<file path="src/rtl/gshare_branch_predictor_pkg.sv">
// Shared state encoding and counter helpers for the gshare branch predictor.
// Counter helpers work on a widened value so one function serves any CTR_W up to CTR_MAX_W.
package bp_pkg;

    localparam int CTR_MAX_W = 8;

    typedef enum logic [0:0] {
        INIT = 1'b0,
        RUN  = 1'b1
    } bp_state_e;

    // Weakly-not-taken: one below the taken/not-taken midpoint.
    function automatic logic [CTR_MAX_W-1:0] wnt(input int ctr_w);
        return CTR_MAX_W'((1 << (ctr_w - 1)) - 1);
    endfunction

    function automatic logic [CTR_MAX_W-1:0] sat_update(input logic [CTR_MAX_W-1:0] ctr,
                                                        input logic                 taken,
                                                        input int                   ctr_w);
        logic [CTR_MAX_W-1:0] ctr_max;
        ctr_max = CTR_MAX_W'((1 << ctr_w) - 1);
        if (taken) begin
            return (ctr == ctr_max) ? ctr : ctr + CTR_MAX_W'(1);
        end
        return (ctr == '0) ? ctr : ctr - CTR_MAX_W'(1);
    endfunction

endpackage

</file>
<file path="src/rtl/gshare_branch_predictor_if.sv">
// Predict/resolve bus between the fetch/execute stages (master) and the predictor (slave).
// pred_valid and upd_valid are single-cycle strobes with no backpressure; ready only says
// results are meaningful, and every prediction output is combinational from the same cycle.
interface gshare_branch_predictor_if #(
    parameter int PC_W  = 8,
    parameter int GHR_W = 4
);
    logic             ready;
    logic             pred_valid;
    logic [PC_W-1:0]  pred_pc;
    logic             pred_taken;
    logic             pred_hit;
    logic [PC_W-1:0]  pred_target;
    logic [GHR_W-1:0] pred_ghr;
    logic             upd_valid;
    logic [PC_W-1:0]  upd_pc;
    logic [GHR_W-1:0] upd_ghr;
    logic             upd_pred_taken;
    logic             upd_taken;
    logic [PC_W-1:0]  upd_target;
    logic             flush;

    modport master (
        input  ready, pred_taken, pred_hit, pred_target, pred_ghr, flush,
        output pred_valid, pred_pc, upd_valid, upd_pc, upd_ghr, upd_pred_taken,
               upd_taken, upd_target
    );

    modport slave (
        output ready, pred_taken, pred_hit, pred_target, pred_ghr, flush,
        input  pred_valid, pred_pc, upd_valid, upd_pc, upd_ghr, upd_pred_taken,
               upd_taken, upd_target
    );
endinterface

</file>
<file path="src/rtl/gshare_branch_predictor_btb.sv">
// Direct-mapped tagged branch target buffer: combinational lookup, one clocked write port,
// and a clear port that invalidates one entry per cycle during the init sweep.
module bp_btb #(
    parameter int PC_W  = 8,
    parameter int IDX_W = 4,
    parameter int TAG_W = 4
) (
    input  logic             clk,
    input  logic             clr_en,
    input  logic [IDX_W-1:0] clr_idx,
    input  logic             wr_en,
    input  logic [IDX_W-1:0] wr_idx,
    input  logic [TAG_W-1:0] wr_tag,
    input  logic [PC_W-1:0]  wr_target,
    input  logic [IDX_W-1:0] rd_idx,
    input  logic [TAG_W-1:0] rd_tag,
    output logic             hit,
    output logic [PC_W-1:0]  rd_target
);
    localparam int DEPTH = 1 << IDX_W;

    logic             valid   [DEPTH];
    logic [TAG_W-1:0] tags    [DEPTH];
    logic [PC_W-1:0]  targets [DEPTH];

    always_ff @(posedge clk) begin
        if (clr_en) begin
            valid[clr_idx] <= 1'b0;
        end else if (wr_en) begin
            valid[wr_idx]   <= 1'b1;
            tags[wr_idx]    <= wr_tag;
            targets[wr_idx] <= wr_target;
        end
    end

    assign hit       = valid[rd_idx] && (tags[rd_idx] == rd_tag);
    assign rd_target = hit ? targets[rd_idx] : '0;
endmodule

</file>
<file path="src/rtl/gshare_branch_predictor.sv">
// Gshare direction predictor with a tagged BTB; define GSHARE_EN for history hashing,
// otherwise it runs as a plain bimodal predictor with the history held at zero.
module gshare_branch_predictor
    import bp_pkg::*;
#(
    parameter int PC_W  = 8,
    parameter int IDX_W = 4,
    parameter int CTR_W = 2,
    parameter int GHR_W = 4,
    parameter int TAG_W = 4
) (
    input  logic                      clk,
    input  logic                      reset,
    gshare_branch_predictor_if.slave  bus,
    output bp_state_e                 fsm_state
);
    localparam int DEPTH = 1 << IDX_W;

    bp_state_e        state;
    bp_state_e        state_next;
    logic [IDX_W-1:0] sweep;
    logic [CTR_W-1:0] ctr [DEPTH];
    logic [GHR_W-1:0] ghr;
    logic [IDX_W-1:0] pidx;
    logic [IDX_W-1:0] uidx;
    logic             run;
    logic             pred_taken_int;
    logic             flush_int;
    logic             btb_hit;
    logic [PC_W-1:0]  btb_target;

    assign run = (state == RUN);

    always_ff @(posedge clk) begin
        if (reset) begin
            state <= INIT;
        end else begin
            state <= state_next;
        end
    end

    always_comb begin
        state_next = state;
        case (state)
            INIT:    if (sweep == '1) state_next = RUN;
            RUN:     state_next = RUN;
            default: state_next = INIT;
        endcase
    end

    always_ff @(posedge clk) begin
        if (reset) begin
            sweep <= '0;
        end else if (!run) begin
            sweep <= sweep + IDX_W'(1);
        end
    end

`ifdef GSHARE_EN
    assign pidx = bus.pred_pc[IDX_W-1:0] ^ IDX_W'(ghr);
    assign uidx = bus.upd_pc[IDX_W-1:0] ^ IDX_W'(bus.upd_ghr);

    // Recovery from a mispredict outranks the speculative shift of the same cycle.
    always_ff @(posedge clk) begin
        if (reset || !run) begin
            ghr <= '0;
        end else if (flush_int) begin
            ghr <= {bus.upd_ghr[GHR_W-2:0], bus.upd_taken};
        end else if (bus.pred_valid) begin
            ghr <= {ghr[GHR_W-2:0], pred_taken_int};
        end
    end
`else
    logic unused_upd_ghr;

    assign pidx           = bus.pred_pc[IDX_W-1:0];
    assign uidx           = bus.upd_pc[IDX_W-1:0];
    assign ghr            = '0;
    assign unused_upd_ghr = ^bus.upd_ghr;
`endif

    // The sweep re-arms every counter after reset; resolves only land once running.
    always_ff @(posedge clk) begin
        if (!run) begin
            ctr[sweep] <= CTR_W'(wnt(CTR_W));
        end else if (bus.upd_valid) begin
            ctr[uidx] <= CTR_W'(sat_update(CTR_MAX_W'(ctr[uidx]), bus.upd_taken, CTR_W));
        end
    end

    bp_btb #(
        .PC_W  (PC_W),
        .IDX_W (IDX_W),
        .TAG_W (TAG_W)
    ) u_btb (
        .clk       (clk),
        .clr_en    (!run),
        .clr_idx   (sweep),
        .wr_en     (run && bus.upd_valid && bus.upd_taken),
        .wr_idx    (bus.upd_pc[IDX_W-1:0]),
        .wr_tag    (bus.upd_pc[IDX_W+TAG_W-1:IDX_W]),
        .wr_target (bus.upd_target),
        .rd_idx    (bus.pred_pc[IDX_W-1:0]),
        .rd_tag    (bus.pred_pc[IDX_W+TAG_W-1:IDX_W]),
        .hit       (btb_hit),
        .rd_target (btb_target)
    );

    assign pred_taken_int  = run && ctr[pidx][CTR_W-1];
    assign flush_int       = run && bus.upd_valid && (bus.upd_pred_taken != bus.upd_taken);

    assign bus.ready       = run;
    assign bus.pred_taken  = pred_taken_int;
    assign bus.pred_hit    = run && btb_hit;
    assign bus.pred_target = run ? btb_target : '0;
    assign bus.pred_ghr    = ghr;
    assign bus.flush       = flush_int;
    assign fsm_state       = state;
endmodule

</file>
<file path="src/flat_wrapper.sv">
// flat-port wrapper written by rule: the top's interface ports become plain ports
module gshare_branch_predictor_flat import bp_pkg::*;
#(
    parameter int PC_W  = 8,
    parameter int IDX_W = 4,
    parameter int CTR_W = 2,
    parameter int GHR_W = 4,
    parameter int TAG_W = 4
)
  (clk, reset, fsm_state, bus_ready, bus_pred_taken, bus_pred_hit, bus_pred_target, bus_pred_ghr, bus_flush, bus_pred_valid, bus_pred_pc, bus_upd_valid, bus_upd_pc, bus_upd_ghr, bus_upd_pred_taken, bus_upd_taken, bus_upd_target);
  gshare_branch_predictor_if #(.PC_W(PC_W), .GHR_W(GHR_W)) bus_i ();
  input  logic clk;
  input  logic reset;
  output bp_state_e fsm_state;
  output wire logic [$bits(bus_i.ready)-1:0] bus_ready;
  output wire logic [$bits(bus_i.pred_taken)-1:0] bus_pred_taken;
  output wire logic [$bits(bus_i.pred_hit)-1:0] bus_pred_hit;
  output wire logic [$bits(bus_i.pred_target)-1:0] bus_pred_target;
  output wire logic [$bits(bus_i.pred_ghr)-1:0] bus_pred_ghr;
  output wire logic [$bits(bus_i.flush)-1:0] bus_flush;
  input wire logic [$bits(bus_i.pred_valid)-1:0] bus_pred_valid;
  input wire logic [$bits(bus_i.pred_pc)-1:0] bus_pred_pc;
  input wire logic [$bits(bus_i.upd_valid)-1:0] bus_upd_valid;
  input wire logic [$bits(bus_i.upd_pc)-1:0] bus_upd_pc;
  input wire logic [$bits(bus_i.upd_ghr)-1:0] bus_upd_ghr;
  input wire logic [$bits(bus_i.upd_pred_taken)-1:0] bus_upd_pred_taken;
  input wire logic [$bits(bus_i.upd_taken)-1:0] bus_upd_taken;
  input wire logic [$bits(bus_i.upd_target)-1:0] bus_upd_target;
  assign bus_ready = bus_i.ready;
  assign bus_pred_taken = bus_i.pred_taken;
  assign bus_pred_hit = bus_i.pred_hit;
  assign bus_pred_target = bus_i.pred_target;
  assign bus_pred_ghr = bus_i.pred_ghr;
  assign bus_flush = bus_i.flush;
  assign bus_i.pred_valid = bus_pred_valid;
  assign bus_i.pred_pc = bus_pred_pc;
  assign bus_i.upd_valid = bus_upd_valid;
  assign bus_i.upd_pc = bus_upd_pc;
  assign bus_i.upd_ghr = bus_upd_ghr;
  assign bus_i.upd_pred_taken = bus_upd_pred_taken;
  assign bus_i.upd_taken = bus_upd_taken;
  assign bus_i.upd_target = bus_upd_target;
  gshare_branch_predictor #(.PC_W(PC_W), .IDX_W(IDX_W), .CTR_W(CTR_W), .GHR_W(GHR_W), .TAG_W(TAG_W)) u_core (.clk(clk), .reset(reset), .bus(bus_i), .fsm_state(fsm_state));
endmodule
</file>
<file path="config.mk">
export PLATFORM = sky130hd
export DESIGN_NAME = gshare_branch_predictor_flat
export DESIGN_NICKNAME = d
export VERILOG_FILES = /design/src/rtl/gshare_branch_predictor_pkg.sv /design/src/rtl/gshare_branch_predictor_if.sv /design/src/rtl/gshare_branch_predictor_btb.sv /design/src/rtl/gshare_branch_predictor.sv /design/src/flat_wrapper.sv
export SDC_FILE = /design/constraint.sdc
export NUM_CORES = 1
export LEC_CHECK = 0
export CORE_MARGIN = 4
export CORE_UTILIZATION = 50
export CTS_CLUSTER_DIAMETER = 50
export DETAILED_ROUTE_END_ITERATION = 10
export PLACE_DENSITY = 0.68
export SLEW_MARGIN = 20
export SYNTH_ARGS = -nofsm -noshare
export SYNTH_HDL_FRONTEND = slang
export SYNTH_HIERARCHICAL = 1
export SYNTH_SLANG_ARGS = --single-unit
</file>
<file path="constraint.sdc">
create_clock -name clk -period 3.45 [get_ports clk]
set_input_delay 0.5175 -clock clk [delete_from_list [all_inputs] [get_ports clk]]
set_output_delay 0.5175 -clock clk [all_outputs]
set_load 0.03 [all_outputs]
</file>
Word-level counts from Yosys, hierarchy flattened
Memory sizes are Yosys's and may differ from the RTL's.
Index checks and enable logic that the tools add are counted.

word-level totals
  register bits after elaboration = 5
  memory bits (writable) = 240
  input bits = 34
  output and inout port bits = 17
  logic and storage cells = 49
  memories = 4

operators by class
  add/subtract/negate cells = 3
  eq/ne operators = 4
  mux-type cells = 26
  bitwise gates (word level) = 1
  reduce and logical (&&, ||, !) cells = 9

memories
  name                  depth  width  read ports  clocked after memory_dff  wr ports  line                               RTL
  u_core.u_btb.targets  16     8      1           0                         1         gshare_branch_predictor_btb.sv:24  logic [PC_W-1:0] targets [DEPTH];
  u_core.u_btb.tags     16     4      1           0                         1         gshare_branch_predictor_btb.sv:23  logic [TAG_W-1:0] tags [DEPTH];
  u_core.ctr            16     2      2           0                         1         gshare_branch_predictor.sv:22      logic [CTR_W-1:0] ctr [DEPTH];
  u_core.u_btb.valid    16     1      1           0                         1         gshare_branch_predictor_btb.sv:22  logic valid [DEPTH];

operators by type and width
  cell                                                                number
  8-bit two-way mux                                                   2
  1-bit two-way mux                                                   14
  2-bit two-way mux                                                   7
  4-bit two-way mux                                                   2
  1-bit logical AND                                                   6
  4-bit by 1-bit adder with 4-bit output, second input constant       1
  4-bit equality test                                                 1
  4-bit equality test, second input constant                          1
  2-bit by 1-bit adder with 2-bit output, second input constant       1
  2-bit equality test, second input constant                          1
  2-bit logical NOT                                                   1
  1-bit one-hot mux with 2 select lines                               1
  2-bit OR reduction                                                  1
  2-bit by 1-bit subtractor with 2-bit output, second input constant  1
  1-bit != test                                                       1
  1-bit NOT                                                           1
  1-bit OR reduction                                                  1

Logic depth before layout (Yosys ltp)
Gate-level depths: netlist of run 1.
An unclocked memory read counts as a cell.

  word-level depth = 8
  mapped depth = 10
  mapped depth without buffers = 7

Cells and area by module
The synthesis of run 1 kept the hierarchy.

modules (own cells, without submodules)
  module                   times used  cells each  area an instance (um^2)  sequential area each (um^2)
  bp_btb                   1           402         8390.5                   6246.0
  gshare_branch_predictor  1           147         1935.6                   1061.0

Worst setup path before layout of run 1
OpenSTA, ideal clock, no wires.

  kind = register to register
  from = register u_core.state (netlist: u_core/bus.ready)
  to = memory u_core.u_btb.tags[8][0], enable pin
  library setup time = 0.396 ns
  data arrival time = 2.712 ns
  data required time = 3.054 ns
  slack = 0.341 ns
  stages on the path, launching flop included = 7
  path buffers = 1
  period minus slack after synthesis = 3.109 ns
  path through = dfxtp_1 clkbuf_1 inv_1 nand2b_1 inv_1 nand3b_1 nor3_1

between the ends
  word-level cells in the longest chain between the ends = 5

RTL lines
  element                                    line                               RTL
  start, declared                            gshare_branch_predictor.sv:19      bp_state_e state;
  start signal, assigned                     gshare_branch_predictor.sv:38      state <= state_next;
  1-bit logical AND (2 in series)            gshare_branch_predictor.sv:99      .wr_en (run && bus.upd_valid && bus.upd_taken),
  1-bit two-way mux                          gshare_branch_predictor_btb.sv:29  end else if (wr_en) begin
  1-bit two-way mux *                        gshare_branch_predictor_btb.sv:27  if (clr_en) begin
  1-bit two-way mux (implied by the code) *  gshare_branch_predictor_btb.sv:31  tags[wr_idx] <= wr_tag;
  end, declared                              gshare_branch_predictor_btb.sv:23

Mark *: on every way between the ends. The rest lies on a longest branch, timed or not.

Worst setup path after layout of run 1
  from = input port bus_pred_pc[3]
  to = output port bus_pred_target[3]

between the ends
  word-level cells in the longest chain between the ends = 5
  elaborated cells on any way between the ends = 7
  those cells by class = eq/ne (1); mux (2); reduce/logical (1); memory (3)

RTL lines
  element                         line                               RTL
  start, declared                 flat_wrapper.sv:22                 input wire logic [$bits(bus_i.pred_pc)-1:0] bus_pred_pc;
  memory 16 x 4 bit               n/a
  4-bit equality test             gshare_branch_predictor_btb.sv:36  assign hit = valid[rd_idx] && (tags[rd_idx] == rd_tag);
  1-bit logical AND               gshare_branch_predictor_btb.sv:36
  8-bit two-way mux *             gshare_branch_predictor_btb.sv:37  assign rd_target = hit ? targets[rd_idx] : '0;
  named net u_core.btb_target[3]  gshare_branch_predictor.sv:30      logic [PC_W-1:0] btb_target;
  8-bit two-way mux *             gshare_branch_predictor.sv:115     assign bus.pred_target = run ? btb_target : '0;
  end, declared                   flat_wrapper.sv:18                 output wire logic [$bits(bus_i.pred_target)-1:0] bus_pred_target;

Mark *: on every way through the listed nets, which the timed path passes. The rest lies on a longest branch.

==> results of run 1 <==
## registers in the layout, indices dropped and copies added (netlist names)
register / flops
u_core/u_btb/targets: 128
u_core/u_btb/tags: 64
u_core/ctr: 32
u_core/u_btb/valid: 16
u_core/sweep: 4
u_core/bus.ready: 1
## routing by layer
layer / track usage (%) / wire (um) / vias to the layer above
li1: - / - / 2380
met1: 26.9 / 8930 / 2641
met2: 31.3 / 10500 / 165
met3: 2.97 / 1360 / 29
met4: 4.27 / 273 / 0
met5: 0 / 0 / -
## per-stage QoR
stage | total power [mW] | cell area [um2] | setup WS, ps | instances | setup TNS (ps)
6_report | 6.44 | 12100 | 153 | 921 | 0
5_1_grt | 6.67 | 12100 | 11.1 | 921 | 0
4_1_cts | 6.51 | 12100 | 84.8 | 921 | 0
3_5_place_dp | 3.71 | 11200 | -5.69 | 870 | -83.7
3_3_place_gp | 3.69 | 11200 | 130 | 870 | 0
2_1_floorplan | 3.58 | 10300 | 341 | 552 | 0
## layout make-up
type | instances | area share (%)
Clock buffer | 30 | 6.04
Clock inverter | 21 | 1.39
Inverter | 6 | 0.186
Multi-Input combinational cell | 270 | 23.2
Sequential cell | 245 | 60.5
Tap cell | 270 | 2.80
Timing Repair Buffer | 79 | 5.91
## cells in the final DEF (no fill, tap or decap), types with 3 or more instances in the layout
| cell type | n |
|---|---|
| buf_12 | 4 |
| mux2i_1 | 22 |
| nand2b_1 | 4 |
| dfxtp_1 | 5 |
| mux4_2 | 52 |
| nor2b_1 | 4 |
| clkinv_1 | 10 |
| xnor2_1 | 4 |
| buf_4 | 45 |
| clkbuf_16 | 29 |
| nor3_1 | 10 |
| a21oi_1 | 12 |
| nand2_1 | 10 |
| xor2_1 | 4 |
| a31oi_1 | 9 |
| clkdlybuf4s50_1 | 28 |
| edfxtp_1 | 240 |
| mux4_1 | 13 |
| inv_1 | 6 |
| nor3b_1 | 4 |
| nor2_1 | 69 |
| clkinvlp_4 | 3 |
| nor3_2 | 5 |
| mux2_2 | 8 |
| and2_1 | 10 |
| conb_1 | 4 |
| nand3_1 | 6 |
## cell families (layout without fill, tap and decap cells)
| group | count (synthesis) | in the layout | share of synthesized area, % |
|---|---|---|---|
| AO/OA/AOI/OAI | 31 | 31 | 2.04 |
| XOR/XNOR | 10 | 10 | 0.993 |
| adder cells (fa/ha/maj) | 1 | 1 | 0.121 |
| buffers and inverters | 37 | 136 | 2.47 |
| flip-flops | 245 | 245 | 70.8 |
| multiplexers | 95 | 95 | 17.7 |
| other | 1 | 4 | 0.0363 |
| AND/OR/NAND/NOR | 129 | 129 | 5.93 |
## worst max-delay path by stage
stage | startpoint | to | depth (start not counted)
final | bus_pred_pc[3] | bus_pred_target[3] | 10
after global routing | bus_pred_pc[3] | bus_pred_target[2] | 10
after CTS | bus_pred_pc[1] | bus_pred_target[3] | 9
after detailed placement | bus_upd_pc[0] | u_core/ctr[9][0]$_DFFE_PP_ | 7
after global placement | bus_upd_pc[0] | u_core/ctr[9][0]$_DFFE_PP_ | 7
after floorplan | u_core/bus.ready$_SDFF_PP0_ | u_core/u_btb/tags[8][0]$_DFFE_PP_ | 6
## power by group through the flow
stage | combinational, mW | sequential (mW) | clock [mW]
after floorplan | 0.238 | 3.34 | 0
after global placement | 0.349 | 3.34 | 0
after detailed placement | 0.361 | 3.35 | 0
after CTS | 0.363 | 3.28 | 2.86
after global routing | 0.391 | 3.28 | 2.99
final | 0.360 | 3.28 | 2.80
==> metrics.txt, run 1 <==
initial antenna violation count=0; Post-route DRC=0; cell family with most CP delay=buffers and inverters; top post-synthesis cells by area=edfxtp_1 (70%), mux4_2 (11%), mux4_1 (3.3%); vias per cell=5.66; Slowest cell on crit path=clkdlybuf4s50_1; die width=between 150 and 200 um; r2r worst-path depth=6; Post-Syn Area=approximately 10000 um2; # rows=52; Power Dens Cells=approximately 530 nW/um2; Synth Flop Type=edfxtp_1; final slew viol count=0; CTS sink count=roughly 250; drt wl/cell=about 23 um; Int Pwr=around 5.1 mW; Multi-input gate area=2800 um2; post-route ant nets=0; Crit Path Max Fanout=15; Worst setup SP type=input pin; Setup-failing EPs final=0; nets=665; Die ar.=between 20000 and 25000 um2; critical path cell sequence=clkdlybuf4s50_1 -> buf_12 -> mux4_1 -> mux2i_1 -> mux2i_1 -> xnor2_2 -> nand3_4 -> nor3_1 -> and2_1 -> buf_4; RSZ-0062 raised after global routing=false; fmax=roughly 300 MHz; detailed-route wire length=between 20 and 25 mm; Crit Path Category=in2out; TritonCTS clock tree=done; worst r2r dst=u_core/u_btb/targets[8][1]$_DFFE_PP_; H-tree lvl count=1; Inserted Diodes=0; Clock Pin Slew Worst Setup and Hold Paths=roughly 60 ps; most numerous cell in the Yosys netlist=edfxtp_1; CTS Buf Count=28; Final HPWL DP=about 13 mm; first-pass GRT wire length=approximately 32 mm; cell mode on critical path=mux2i_1; share of Yosys cell area claimed by the top area cell type=between 60% and 70%; Gate power share=under 10%; P_leak=roughly 4 nW; Tot GR Track Use=around a fifth; initial drt markers=around 460; r2r startpoint=u_core/bus.ready$_SDFF_PP0_; post-CTS sizing=0; max capacitance violation total=0; vias in the first global route=roughly 5.4k; Clock Latency Late Sink=530 ps; CTS root buffer=clkbuf_16; core area=about 20000 um2; RD Place Congestion=0.801; switching portion of total power=20.6%; period utilization=a little over nine tenths; Syn. warnings=6; sequential share of the synthesized area=~71%; total gr overflow=0; VDD IR max=approximately 0.34 mV; Clock Path Buffers=3; R2R Setup Slk=just under 500 ps; Hold Path End=u_core/sweep[2]$_SDFFE_PP0N_; hold slack=about 620 ps; Clock power frac=between 40% and 50%; hold-fix buffers at CTS=0; EDFF count, synth=between 200 and 250; Worst EP required=about 2900 ps; Seq cells post-synth=~250; synthesis-to-finish area growth=17.0%; top cells by instance count after synthesis=edfxtp_1 (240), nor2_1 (69), mux4_2 (52), mux2i_1 (22), nor3_1 (14); min Tclk post-route=approximately 3300 ps; IO buf count=between 40 and 50; Post-Syn Area per Cell=18.8 um2; ys async rst share=0%; share of layout cells above drive strength 1=25.0%; final core occ=59.5%; drt first pass iters=4; # IOs=a little over 50; Yosys top cell by area=edfxtp_1; Synth cell types=44; hold depth=2; largest net degree at the start of global routing=23; post-CTS setup repair buffer count=0; HP Class=in2reg; via count=5215; FF/Latch Area=about 7300 um2; slowest stage delay, CP=between 500 and 600 ps; Hold Violations, Final=0; synthesized instance count=549; Initial Util=around half; Psw=1.33 mW; Slew headroom=~56%; outcome=finished clean; Reg power frac=51.0%; WP buf/inv=3; die height=152 um; clk_skew=15.5 ps; CP Capture Type=output pin; Worst EP arrival=around 2800 ps; fill count=1479; worst-margin pin slew=659 ps; hold_sp=reset
Note: power is estimated with default switching activity, not from simulation.
==> inputs of run 2 (changes only) <==
Settings changed: CAP_MARGIN set to 20.
==> results of run 2 <==
No change in the layout: final DEF, timing and power equal those of run 1.
==> inputs of run 3 (changes only) <==
Settings changed: SYNTH_HIERARCHICAL 1 to not set.
==> metrics.txt, run 3 <==
CTS sink count=245 (unchanged); post-route ant nets=0 (unchanged); switching portion of total power=20.4% (was 20.6%); fmax=303 MHz (about the same); initial drt markers=424 (was 455); Compound-Gate Fraction of Synth Area=2.15% (was 2.04%); Reg power frac=51.1% (was 51.0%); H-tree lvl count=1 (unchanged); Design Area, Final=11900 um2 (was 12100 um2); Int Pwr=5.11 mW (about the same); top cells by instance count after synthesis=edfxtp_1 (240), mux4_2 (68), nor2_1 (56), mux2i_1 (21), a21oi_1 (16) (was edfxtp_1 (240), nor2_1 (69), mux4_2 (52), mux2i_1 (22), nor3_1 (14)); max reg flops=128 (unchanged); EDFF count, synth=240 (unchanged); hold-fix buffers at CTS=0 (unchanged); Initial Util=51.5% (was 50.9%); share of Yosys cell area claimed by the top area cell type=70.9% (was 69.8%); Clock Latency Late Sink=530 ps (about the same); Fin Setup TNS=0 ps (unchanged); sequential share of the synthesized area=71.9% (was 70.8%); Hold Path End=u_core.bus.ready$_SDFF_PP0_ (was u_core/sweep[2]$_SDFFE_PP0N_); Hold Violations, Final=0 (unchanged); hold_sp=u_core.sweep[3]$_SDFFE_PP0N_ (was reset); post-synthesis mux area share=17.1% (was 17.7%); CTS Buf Count=26 (was 28); HP Class=reg2reg (was in2reg); synthesized instance count=527 (was 549); nets=636 (was 665); Seq cells post-synth=245 (unchanged); post-synthesis adder-cell area fraction=0.123% (was 0.121%); Slew headroom=55.1% (was 56.1%); # rows=51 (was 52); TritonCTS clock tree=done (unchanged); fin worst setup slack=148 ps (was 153 ps); Clock Pin Slew Worst Setup and Hold Paths=70 ps (was 60 ps); Yosys top cell by area=edfxtp_1 (unchanged); Psw=1.31 mW (was 1.33 mW); hold depth=2 (unchanged); die width=151 um (was 152 um); detailed-route wire length=20.7 mm (was 21.0 mm); Worst setup SP type=input pin (unchanged); Clock power frac=43.5% (about the same); main combinational cell family by area after synthesis=multiplexers (unchanged); drt first pass iters=5 (was 4); # IOs=51 (unchanged); P_leak=3.90 nW (was 4.00 nW); RSZ-0062 raised after global routing=false (unchanged); largest net degree at the start of global routing=26 (was 23); clk_skew=15.3 ps (was 15.5 ps); largest reg by FF count=u_core.u_btb.targets (was u_core/u_btb/targets); post-CTS sizing=0 (unchanged); commonest non-fill, non-tap cell in the layout=edfxtp_1 (unchanged); Worst EP required=2930 ps (about the same); vias in the first global route=5277 (was 5423); Clock Path Buffers=3 (unchanged); Final HPWL DP=12.5 mm (was 13.1 mm); R2R Setup Slk=1270 ps (was 490 ps); Die ar.=22700 um2 (was 23000 um2); simple-gate share of the synthesized area=5.72% (was 5.93%); Power Dens Cells=540 nW/um2 (was 534 nW/um2); Synth Flop Type=edfxtp_1 (unchanged); Synth cell types=37 (was 44); via count=5115 (was 5215); r2r startpoint=u_core.bus.ready$_SDFF_PP0_ (was u_core/bus.ready$_SDFF_PP0_); Post-Syn Area per Cell=19.3 um2 (was 18.8 um2); Placed Area=11000 um2 (was 11200 um2); Crit Path Max Fanout=11 (was 15); worst r2r dst=u_core.u_btb.tags[3][3]$_DFFE_PP_ (was u_core/u_btb/targets[8][1]$_DFFE_PP_); most numerous cell in the Yosys netlist=edfxtp_1 (unchanged); initial antenna violation count=0 (unchanged); final slew viol count=0 (unchanged); core area=19700 um2 (was 20300 um2); Non-Filler Instances=884 (was 921); synthesis-to-finish area growth=16.8% (was 17.0%); first-pass GRT wire length=31.4 mm (was 32.0 mm); Largest regs=u_core.u_btb.targets: 128 flops, u_core.u_btb.tags: 64 flops, u_core.ctr: 32 flops (was u_core/u_btb/targets: 128 flops, u_core/u_btb/tags: 64 flops, u_core/ctr: 32 flops); ys async rst share=0% (unchanged); outcome=finished clean (unchanged); Tot GR Track Use=18.9% (about the same); Setup-failing EPs final=0 (unchanged); VDD IR max=0.391 mV (was 0.344 mV); Inserted Diodes=0 (unchanged); max capacitance violation total=0 (unchanged); Post-Syn Area=10200 um2 (was 10300 um2); die height=151 um (was 152 um); Multi-input gate area=2680 um2 (was 2800 um2); Post-route DRC=0 (unchanged); IO buf count=41 (unchanged); Crit Path Category=in2out (unchanged); min Tclk post-route=3300 ps (about the same); most frequent cells in the layout=edfxtp_1 (240), mux4_2 (68), nor2_1 (56) (was edfxtp_1 (240), nor2_1 (69), mux4_2 (52)); vias per cell=5.79 (was 5.66); RD Place Congestion=0.794 (was 0.801); share of layout cells above drive strength 1=27.6% (was 25.0%); total gr overflow=0 (unchanged); worst-margin pin slew=672 ps (was 659 ps); CP Capture Type=output pin (unchanged); Worst EP arrival=2780 ps (about the same); FF/Latch Area=7310 um2 (unchanged); CTS root buffer=clkbuf_16 (unchanged); DP Worst Slack=30.6 ps (was -5.69 ps); top post-synthesis cells by area=edfxtp_1 (71%), mux4_2 (15%), mux2i_1 (2.1%) (was edfxtp_1 (70%), mux4_2 (11%), mux4_1 (3.3%)); Syn. warnings=0 (was 6); drt wl/cell=23.5 um (was 22.8 um); fill count=1395 (was 1479); period utilization=95.7% (was 95.6%); r2r worst-path depth=6 (unchanged); Synth Area in XOR/XNOR=0.849% (was 0.994%); Placed Cells incl. Taps=837 (was 870); Gate power share=5.4% (was 5.6%); post-CTS setup repair buffer count=0 (unchanged)
## run 3: cell type report
type	count	share of cell area (%)
Sequential cell	245	61.6
Multi-Input combinational cell	248	22.5
Timing Repair Buffer	76	5.69
Clock buffer	27	5.51
Tap cell	265	2.79
Clock inverter	19	1.78
Inverter	4	0.126
## run 3: power by group through the flow
stage	clock (mW)	sequential [mW]	combinational, mW
final	2.79	3.28	0.344
after global routing	2.97	3.28	0.374
after CTS	2.84	3.28	0.349
after detailed placement	0	3.34	0.348
after global placement	0	3.34	0.337
after floorplan	0	3.34	0.237
## run 3: kinds of logic (layout without fill, tap and decap cells)
logic type	count (synthesis)	count (layout)
AND/OR/NAND/NOR	112	112
multiplexers	89	89
adder cells (fa/ha/maj)	1	1
buffers and inverters	37	126
other	1	4
flip-flops	245	245
AO/OA/AOI/OAI	33	33
XOR/XNOR	9	9
## run 3: stage by stage
stage	util, %	power, mW	hold slack (ps)
2_1_floorplan	-	3.57	506
3_3_place_gp	55.7	3.68	558
3_5_place_dp	55.7	3.69	573
4_1_cts	60.1	6.47	580
5_1_grt	60.2	6.62	611
6_report	60.2	6.42	576
## run 3: worst max-delay path by stage
stage	slack [ps]	from	cells past startpoint	to
2_1_floorplan	440	u_core.bus.ready$_SDFF_PP0_	6	u_core.u_btb.tags[3][0]$_DFFE_PP_
3_3_place_gp	70	bus_pred_pc[3]	8	bus_pred_target[4]
3_5_place_dp	30	bus_pred_pc[3]	8	bus_pred_target[3]
4_1_cts	30	bus_pred_pc[3]	8	bus_pred_target[4]
5_1_grt	10	bus_pred_pc[3]	9	bus_pred_target[2]
6_report	150	bus_pred_pc[3]	9	bus_pred_target[3]
## run 3: worst max-delay path: stages
cell	delay (ps)
clkdlybuf4s50_1	520
buf_4	250
and2_1	190
a22o_1	210
a221oi_2	210
xnor2_1	130
o211ai_4	460
nor3b_2	120
buf_12	160
## run 3: per-layer routing
metal / share of wire (%) / up-vias / wire length (um) / GRT usage, %
met5: 0 / - / 0 / 0
met4: 2.3 / 0 / 487 / 4.81
met3: 6.1 / 39 / 1270 / 3.04
met2: 51 / 177 / 10700 / 32.6
met1: 40 / 2628 / 8320 / 25.4
li1: - / 2271 / - / -
